**config.mk**
```make
export PLATFORM = sky130hd
export DESIGN_NAME = id_token_tracker_flat
export DESIGN_NICKNAME = d
export VERILOG_FILES = /design/src/rtl/id_pkg.sv /design/src/rtl/id_token_tracker_if.sv /design/src/rtl/id_char_class.sv /design/src/rtl/id_token_tracker.sv /design/src/flat_wrapper.sv
export SDC_FILE = /design/constraint.sdc
export NUM_CORES = 1
export LEC_CHECK = 0
export CAP_MARGIN = 20
export CORE_MARGIN = 2
export CORE_UTILIZATION = 46
export DETAILED_ROUTE_END_ITERATION = 8
export GPL_TIMING_DRIVEN = 0
export PLACE_DENSITY = 0.86
export SETUP_SLACK_MARGIN = 0.4
export SKIP_LAST_GASP = 1
export SYNTH_ARGS = -nofsm -noshare
export SYNTH_HDL_FRONTEND = slang
export SYNTH_SLANG_ARGS = --single-unit
```
**constraint.sdc**
```tcl
create_clock -name clk -period 1.95 [get_ports clk]
set_input_delay 0.195 -clock clk [delete_from_list [all_inputs] [get_ports clk]]
set_output_delay 0.195 -clock clk [all_outputs]
set_load 0.01 [all_outputs]
```
**src/rtl/id_pkg.sv**
```systemverilog
// Shared ASCII class bounds and run-state encoding for the identifier FSM and its token tracker.
package id_pkg;

  localparam logic [7:0] CH_UPPER_LO = 8'h41;
  localparam logic [7:0] CH_UPPER_HI = 8'h5A;
  localparam logic [7:0] CH_LOWER_LO = 8'h61;
  localparam logic [7:0] CH_LOWER_HI = 8'h7A;
  localparam logic [7:0] CH_DIGIT_LO = 8'h30;
  localparam logic [7:0] CH_DIGIT_HI = 8'h39;
  localparam logic [7:0] CH_SPACE    = 8'h20;

  typedef enum logic {
    ST_IDLE = 1'b0,
    ST_RUN  = 1'b1
  } run_state_e;

endpackage

```
**src/rtl/id_token_tracker_if.sv**
```systemverilog
// Token record channel: valid/ready handshake carrying the run length of a completed identifier.
interface id_token_tracker_if #(
  parameter int LEN_W = 8
);

  logic             tok_valid;
  logic [LEN_W-1:0] tok_len;
  logic             tok_ready;

  modport master (output tok_valid, output tok_len, input tok_ready);
  modport slave  (input tok_valid, input tok_len, output tok_ready);

endinterface

```
**src/rtl/id_char_class.sv**
```systemverilog
// Combinational ASCII classifier shared by the identifier FSM and the token tracker; zero latency, no flow control.
module id_char_class
  import id_pkg::*;
(
  input  logic [7:0] char_i,
  output logic       is_alpha_o,
  output logic       is_digit_o
);

  assign is_alpha_o = ((char_i >= CH_UPPER_LO) && (char_i <= CH_UPPER_HI)) ||
                      ((char_i >= CH_LOWER_LO) && (char_i <= CH_LOWER_HI));
  assign is_digit_o = (char_i >= CH_DIGIT_LO) && (char_i <= CH_DIGIT_HI);

endmodule

```
**src/rtl/id_token_tracker.sv**
```systemverilog
// Turns the FSM match flag into run-length token records, 1 cycle after the ending delimiter; one-entry buffer,
// completions arriving while full and stalled are dropped and flagged sticky. ID_TOKEN_COUNT_EN adds tok_count_o.
module id_token_tracker
  import id_pkg::*;
#(
  parameter int LEN_W = 8
) (
  input  logic                      clk,
  input  logic                      reset_n,
  input  logic [7:0]                char_i,
  input  logic                      match_i,
  id_token_tracker_if.master        tok_if,
  output logic                      overflow_o
`ifdef ID_TOKEN_COUNT_EN
  ,
  output logic [15:0]               tok_count_o
`endif
);

  localparam logic [LEN_W-1:0] LEN_MAX = '1;

  logic             is_alpha;
  logic             is_digit;
  logic             is_alnum;
  logic             complete;
  logic             accept;
  run_state_e       state_q, state_d;
  logic [LEN_W-1:0] run_len_q, run_len_d;
  logic [LEN_W-1:0] tok_len_q, tok_len_d;
  logic             tok_vld_q, tok_vld_d;
  logic             overflow_q, overflow_d;
`ifdef ID_TOKEN_COUNT_EN
  logic [15:0]      count_q, count_d;
`endif

  id_char_class u_char_class (
    .char_i     (char_i),
    .is_alpha_o (is_alpha),
    .is_digit_o (is_digit)
  );

  assign is_alnum = is_alpha | is_digit;

  always_comb begin
    state_d    = state_q;
    run_len_d  = run_len_q;
    tok_vld_d  = tok_vld_q;
    tok_len_d  = tok_len_q;
    overflow_d = overflow_q;
    complete   = (state_q == ST_RUN) && !is_alnum && match_i;
    // A draining consumer frees the slot in the same cycle, so the new record replaces the old one.
    accept     = complete && (!tok_vld_q || tok_if.tok_ready);

    if (is_alnum) begin
      state_d = ST_RUN;
      if (state_q == ST_IDLE)
        run_len_d = LEN_W'(1);
      else if (run_len_q != LEN_MAX)
        run_len_d = run_len_q + 1'b1;
    end else begin
      state_d   = ST_IDLE;
      run_len_d = '0;
    end

    if (accept) begin
      tok_vld_d = 1'b1;
      tok_len_d = run_len_q;
    end else if (complete) begin
      overflow_d = 1'b1;
    end else if (tok_vld_q && tok_if.tok_ready) begin
      tok_vld_d = 1'b0;
    end
  end

`ifdef ID_TOKEN_COUNT_EN
  assign count_d = (accept && (count_q != 16'hFFFF)) ? count_q + 16'd1 : count_q;
`endif

  always_ff @(posedge clk or negedge reset_n) begin
    if (!reset_n) begin
      state_q    <= ST_IDLE;
      run_len_q  <= '0;
      tok_vld_q  <= 1'b0;
      tok_len_q  <= '0;
      overflow_q <= 1'b0;
`ifdef ID_TOKEN_COUNT_EN
      count_q    <= 16'd0;
`endif
    end else begin
      state_q    <= state_d;
      run_len_q  <= run_len_d;
      tok_vld_q  <= tok_vld_d;
      tok_len_q  <= tok_len_d;
      overflow_q <= overflow_d;
`ifdef ID_TOKEN_COUNT_EN
      count_q    <= count_d;
`endif
    end
  end

  assign tok_if.tok_valid = tok_vld_q;
  assign tok_if.tok_len   = tok_len_q;
  assign overflow_o       = overflow_q;
`ifdef ID_TOKEN_COUNT_EN
  assign tok_count_o      = count_q;
`endif

endmodule

```
**src/flat_wrapper.sv**
```systemverilog
// flat-port wrapper written by rule: the top's interface ports become plain ports
module id_token_tracker_flat import id_pkg::*;
#(
  parameter int LEN_W = 8
)
  (clk, reset_n, char_i, match_i, overflow_o, tok_if_tok_valid, tok_if_tok_len, tok_if_tok_ready);
  id_token_tracker_if #(.LEN_W(LEN_W)) tok_if_i ();
  input  logic clk;
  input  logic reset_n;
  input  logic [7:0] char_i;
  input  logic match_i;
  output logic overflow_o;
  output wire logic [$bits(tok_if_i.tok_valid)-1:0] tok_if_tok_valid;
  output wire logic [$bits(tok_if_i.tok_len)-1:0] tok_if_tok_len;
  input wire logic [$bits(tok_if_i.tok_ready)-1:0] tok_if_tok_ready;
  assign tok_if_tok_valid = tok_if_i.tok_valid;
  assign tok_if_tok_len = tok_if_i.tok_len;
  assign tok_if_i.tok_ready = tok_if_tok_ready;
  id_token_tracker #(.LEN_W(LEN_W)) u_core (.clk(clk), .reset_n(reset_n), .char_i(char_i), .match_i(match_i), .tok_if(tok_if_i), .overflow_o(overflow_o));
endmodule
```
Yosys cells after proc, flatten, opt, wreduce, memory -nomap -nowiden
Index checks and enable logic that the tools add are counted.
Cells by class
  $add $sub $neg: 1
  magnitude comparators: 6
  equality and inequality tests: 3
  multiplexer cells: 7
  bitwise gates (word level): 2
  reduce and logical (&&, ||, !) cells: 14
Operators by type and width (number)
  $mux W8: 3
  $ge A8 B7 Y1 const B: 2
  $le A8 B7 Y1 const B: 2
  $add A8 B1 Y8 const B: 1
  $ge A8 B6 Y1 const B: 1
  $le A8 B6 Y1 const B: 1
  $ne A8 B8 Y1 const B: 1
  $logic_and A1 B1 Y1: 7
  $mux W1: 4
  $reduce_and A2 Y1: 2
  $ne A3 B3 Y1 const B: 1
  $logic_not A1 Y1: 2
  $logic_or A1 B1 Y1: 2
  $ne A2 B2 Y1 const B: 1
  $reduce_bool A2 Y1: 1
  $not A1 Y1: 1
  $or A1 B1 Y1: 1
Word-level totals
  register bits: 19
  input port bits: 12
  output and inout bits: 10
  word-level logic and storage cells: 38

Longest topological paths before layout
  depth after elaboration: 10
  gate-level depth with buffers: 5
  mapped depth without buffers: 5

Cells and area by module
Synthesis repeated with hierarchy kept, for this count alone.
Second synthesis, totals
  cell total of the unflattened synthesis: 79
  area total of the unflattened synthesis: 938.4 um^2
By module, submodules not included
  id_token_tracker: times used 1, cells an instance 71, area an instance 890.9 um^2
  id_char_class: times used 1, cells an instance 8, area an instance 47.5 um^2

Worst setup path before layout
OpenSTA, ideal clock, no wires.
  path type: register -> register
  from: register u_core.run_len_q[0]
  to: register u_core.run_len_q[2]
  setup time: 87 ps
  data arrival time: 1433 ps
  required time: 1863 ps
  setup slack: 430 ps
  cell stages (with the launch flop): 6
  path buffers: 0
  cell sequence: dfrtp_1 ha_1 and4_1 nand4_1 and3_1 nor3_1
Between the ends
  cells in the longest elaborated chain, start to end: 4
Ends and longest elaborated chain
  from (decl): RTL line id_token_tracker.sv:28  | logic [LEN_W-1:0] run_len_q, run_len_d;
  from (signal assigned): RTL line id_token_tracker.sv:91  | run_len_q <= run_len_d;
  $add A8 B1 Y8: RTL line id_token_tracker.sv:59  | run_len_d = run_len_q + 1'b1;
  $mux W8: RTL line id_token_tracker.sv:58  | else if (run_len_q != LEN_MAX)
  $mux W8: RTL line id_token_tracker.sv:56  | if (state_q == ST_IDLE)
  $mux W8: RTL line id_token_tracker.sv:54  | if (is_alnum) begin
Parallel ways exist; a longest one is shown, timed or not. The select of a mux whose other input is x is not followed.
A chain may end at the register's enable or synchronous reset.

Worst setup path after layout
  from: register u_core.run_len_q[0]
  to: register u_core.run_len_q[1]
The elaborated chain is that of the path after synthesis.

==> results.md <==
- Result of the run: completed
- Antenna viol nets, final: 0
- Iter 0 DRT Violations: 11
- Clock Tree Root: clkbuf_4
- Post-synthesis instance total: 72
- Mapped Area: 858.3 sq um
- Core Rows: 15
- Worst path buffer plus inverter count: 1
- Via count: 712
- CP Data Required Time: 2.14 ns
- Arrival time worst endpoint: 1.81 ns
- Post-Synth Simple-Gate Area: 0.1793
- Initial antenna violation count: 0
- Layout area overhead: 44.17%
- Post-Route WL: 1842 um
- H-tree Lvls: 1
- Post-synthesis compound-gate area fraction: 0.1210
- CP delay by family, top: simple AND/OR/NAND/NOR gates
- Ys flop type: dfrtp_1
- Yosys reg bits: 19
- Share of layout cells above drive strength 1: 0.2913
- HPWL Detailed: 1215 um
- PD cells: 596.0 nW/um^2
- Crit-path cells: ha_4 > and4_4 > nand4_1 > buf_4 > mux2i_1 > nor2_1
- Residual DRC: 0
- Syn_nets: 85
- Top cells by area, synth: dfrtp_1 (55%), mux2_2 (10%), nor3_1 (2.9%)
- Placement Cell Area: 1100 sq um
- Worst Skew: 0.003193 ns
- Tmin final: 1.619 ns
- Final setup vio count: 0
- Post-synth EDFFs: 0
- RSZ-0062 raised after global routing: true
- Worst skew pair latency: 0.30 ns
- Synthesized area per cell: 11.92 sq um
- Largest family of logic cells by synthesized area: simple AND/OR/NAND/NOR gates
- GP Congestion: 0.7475
- Post-Synth Adder-Cell Area: 0.01458
- Final instance area: 1237 sq um
- Die height: 47.20 um
- Final period utilization: 0.8304
- Clk slew on worst S/H paths: 0.10 ns
- Clock sinks: 19
- Most numerous cell in the Yosys netlist: dfrtp_1
- # diodes: 0
- CTS hold repair buffers: 0
- CP Capture Type: flop
- Worst slew pin tran: 0.8091 ns
- Post-synth ARST share: 1.000
- Place WS: -0.1771 ns
- Synth top cells by count: dfrtp_1 (19), mux2_2 (8), nand2_1 (5), nor2_1 (5), nor3_1 (5)
- Sequential-to-total area share from yosys stat: 0.5539
- Max cap viols: 0
- Nets: 117
- Netlist cell types: 26
- Final TNS setup: 0 ns
- Starting Density: 0.4918
- Post-DR vias/cell: 5.563
- Max VDD drop: 355.8 uV
- Fill cells: 127
- Vias in the first global route: 628
- Crit path largest cell delay: 0.41 ns
- # IOs: 22
- CTS tree: built
- Post-synth top area cell: dfrtp_1
- Pins Over Slew Limit: 0
- Total CTS buffers: 3
- CORE AREA: 1745 sq um
- Port Buffer Count: 21
- Critical path fanouts, max: 5
- Final setup margin: 0.3308 ns
- Rel. slew slack: 0.4589
- Slowest-stage cell, CP: dfrtp_1
- Critical path type: flop to flop
- Overflow after GRT: 0
- Post-Synth XOR/XNOR Area: 0.01020
- CP Launch Type: flop
- Multiplexer share of the synthesized area: 0.1166
- Die W: 47.20 um
- GRT Resource Usage Total: 0.1700
- Die footprint: 2227 sq um
- Final hold vios: 0
- Top cell type's share of synthesized area: 0.5539
- First-pass GRT wire length: 2587 um
- Fmax: 617.6 MHz
- Buffer depth of the longest clock path: 2
- WL per Instance: 14.39 um
- Static leakage: 0.5503 nW
- Cells after DPL: 118
- First-pass iteration count of the detailed router: 4
- Finished Layout Cells: 128
- Largest net degree at the start of global routing: 20
- Hold WC Path Type: input port to asynchronous set/reset pin
- Synthesis Warnings: 0
path summary, 6_finish.rpt:
path                                      from  slack [ns]  cells after the start                       end
max                        u_core.run_len_q[0]        0.33                      6       u_core.run_len_q[1]
max in group asynchronous              reset_n        1.09                      1  u_core.tok_if.tok_len[6]
min reg2reg                  u_core.overflow_o        0.49                      1         u_core.overflow_o
min in group clk             u_core.overflow_o        0.49                      1         u_core.overflow_o
max reg2reg                u_core.run_len_q[0]        0.33                      6       u_core.run_len_q[1]
min                                    reset_n        0.36                      1  u_core.tok_if.tok_len[5]
routing by layer:
metal,vias up,GRT usage,wire (um)
li1,335,-,-
met1,353,0.1836,745
met2,22,0.3205,1008
met3,2,0.02308,69
met4,0,0.08333,19
met5,-,0,0
per-stage QoR:
step,hold slack [ns],power [mW],utilization
final,0.3584,0.7375,0.7090
after global routing,0.4278,0.7662,0.7090
after CTS,0.3954,0.7355,0.6875
after detailed placement,0.4650,0.5338,0.6301
after global placement,0.4536,0.5299,0.6301
after floorplan,-0.1006,0.4680,-
cell usage in the layout (no fill, tap or decap), types with 2 or more instances in the layout:
cell | Yosys | final
a31oi_1 | 2 | 2
nor3_2 | 0 | 2
clkdlybuf4s50_1 | 0 | 18
dlygate4sd2_1 | 0 | 3
nor2_1 | 5 | 5
a21oi_1 | 3 | 3
mux2_2 | 8 | 8
nand3_1 | 4 | 3
nor3_1 | 5 | 3
and3_1 | 2 | 2
dfrtp_1 | 19 | 19
nand2_1 | 5 | 5
buf_4 | 0 | 5
clkbuf_4 | 0 | 3
cells by family (layout without fill, tap and decap cells):
family,Yosys count,after routing
XOR/XNOR,1,1
buffers and inverters,1,32
adder cells (fa/ha/maj),1,1
multiplexers,9,9
AND/OR/NAND/NOR,29,29
AO/OA/AOI/OAI,12,12
flip-flops,19,19
repair_timing:
item | in CTS | in global routing
buffers inserted | 4 | 2
gates cloned | 0 | 0
pin swaps | 2 | 4
setup endpoints to repair | 18 | 12
resized for setup | 11 | 3
layout make-up:
| type | instances | area (sq um) | share of cell area |
|---|---|---|---|
| repair buffers | 27 | 264.0 | 0.2133 |
| inverters | 1 | 3.754 | 0.003033 |
| flip-flops and latches | 19 | 475.5 | 0.3842 |
| clock buffers | 4 | 26.28 | 0.02123 |
| multi-input cells | 52 | 436.7 | 0.3529 |
| well taps | 25 | 31.28 | 0.02528 |
flip-flops by register name, indices dropped and copies added (netlist names):
name                     count
u_core.tok_if.tok_len        8
u_core.state_q               1
u_core.run_len_q             8
u_core.tok_if.tok_valid      1
u_core.overflow_o            1
power breakdown:
part	leakage, nW	internal, mW	total (mW)	switching (mW)
sequential	0.261	0.410	0.421	0.0109
clock	0.0150	0.0797	0.195	0.116
combinational	0.274	0.0701	0.121	0.0513
Power figures use the tool's default switching activity.
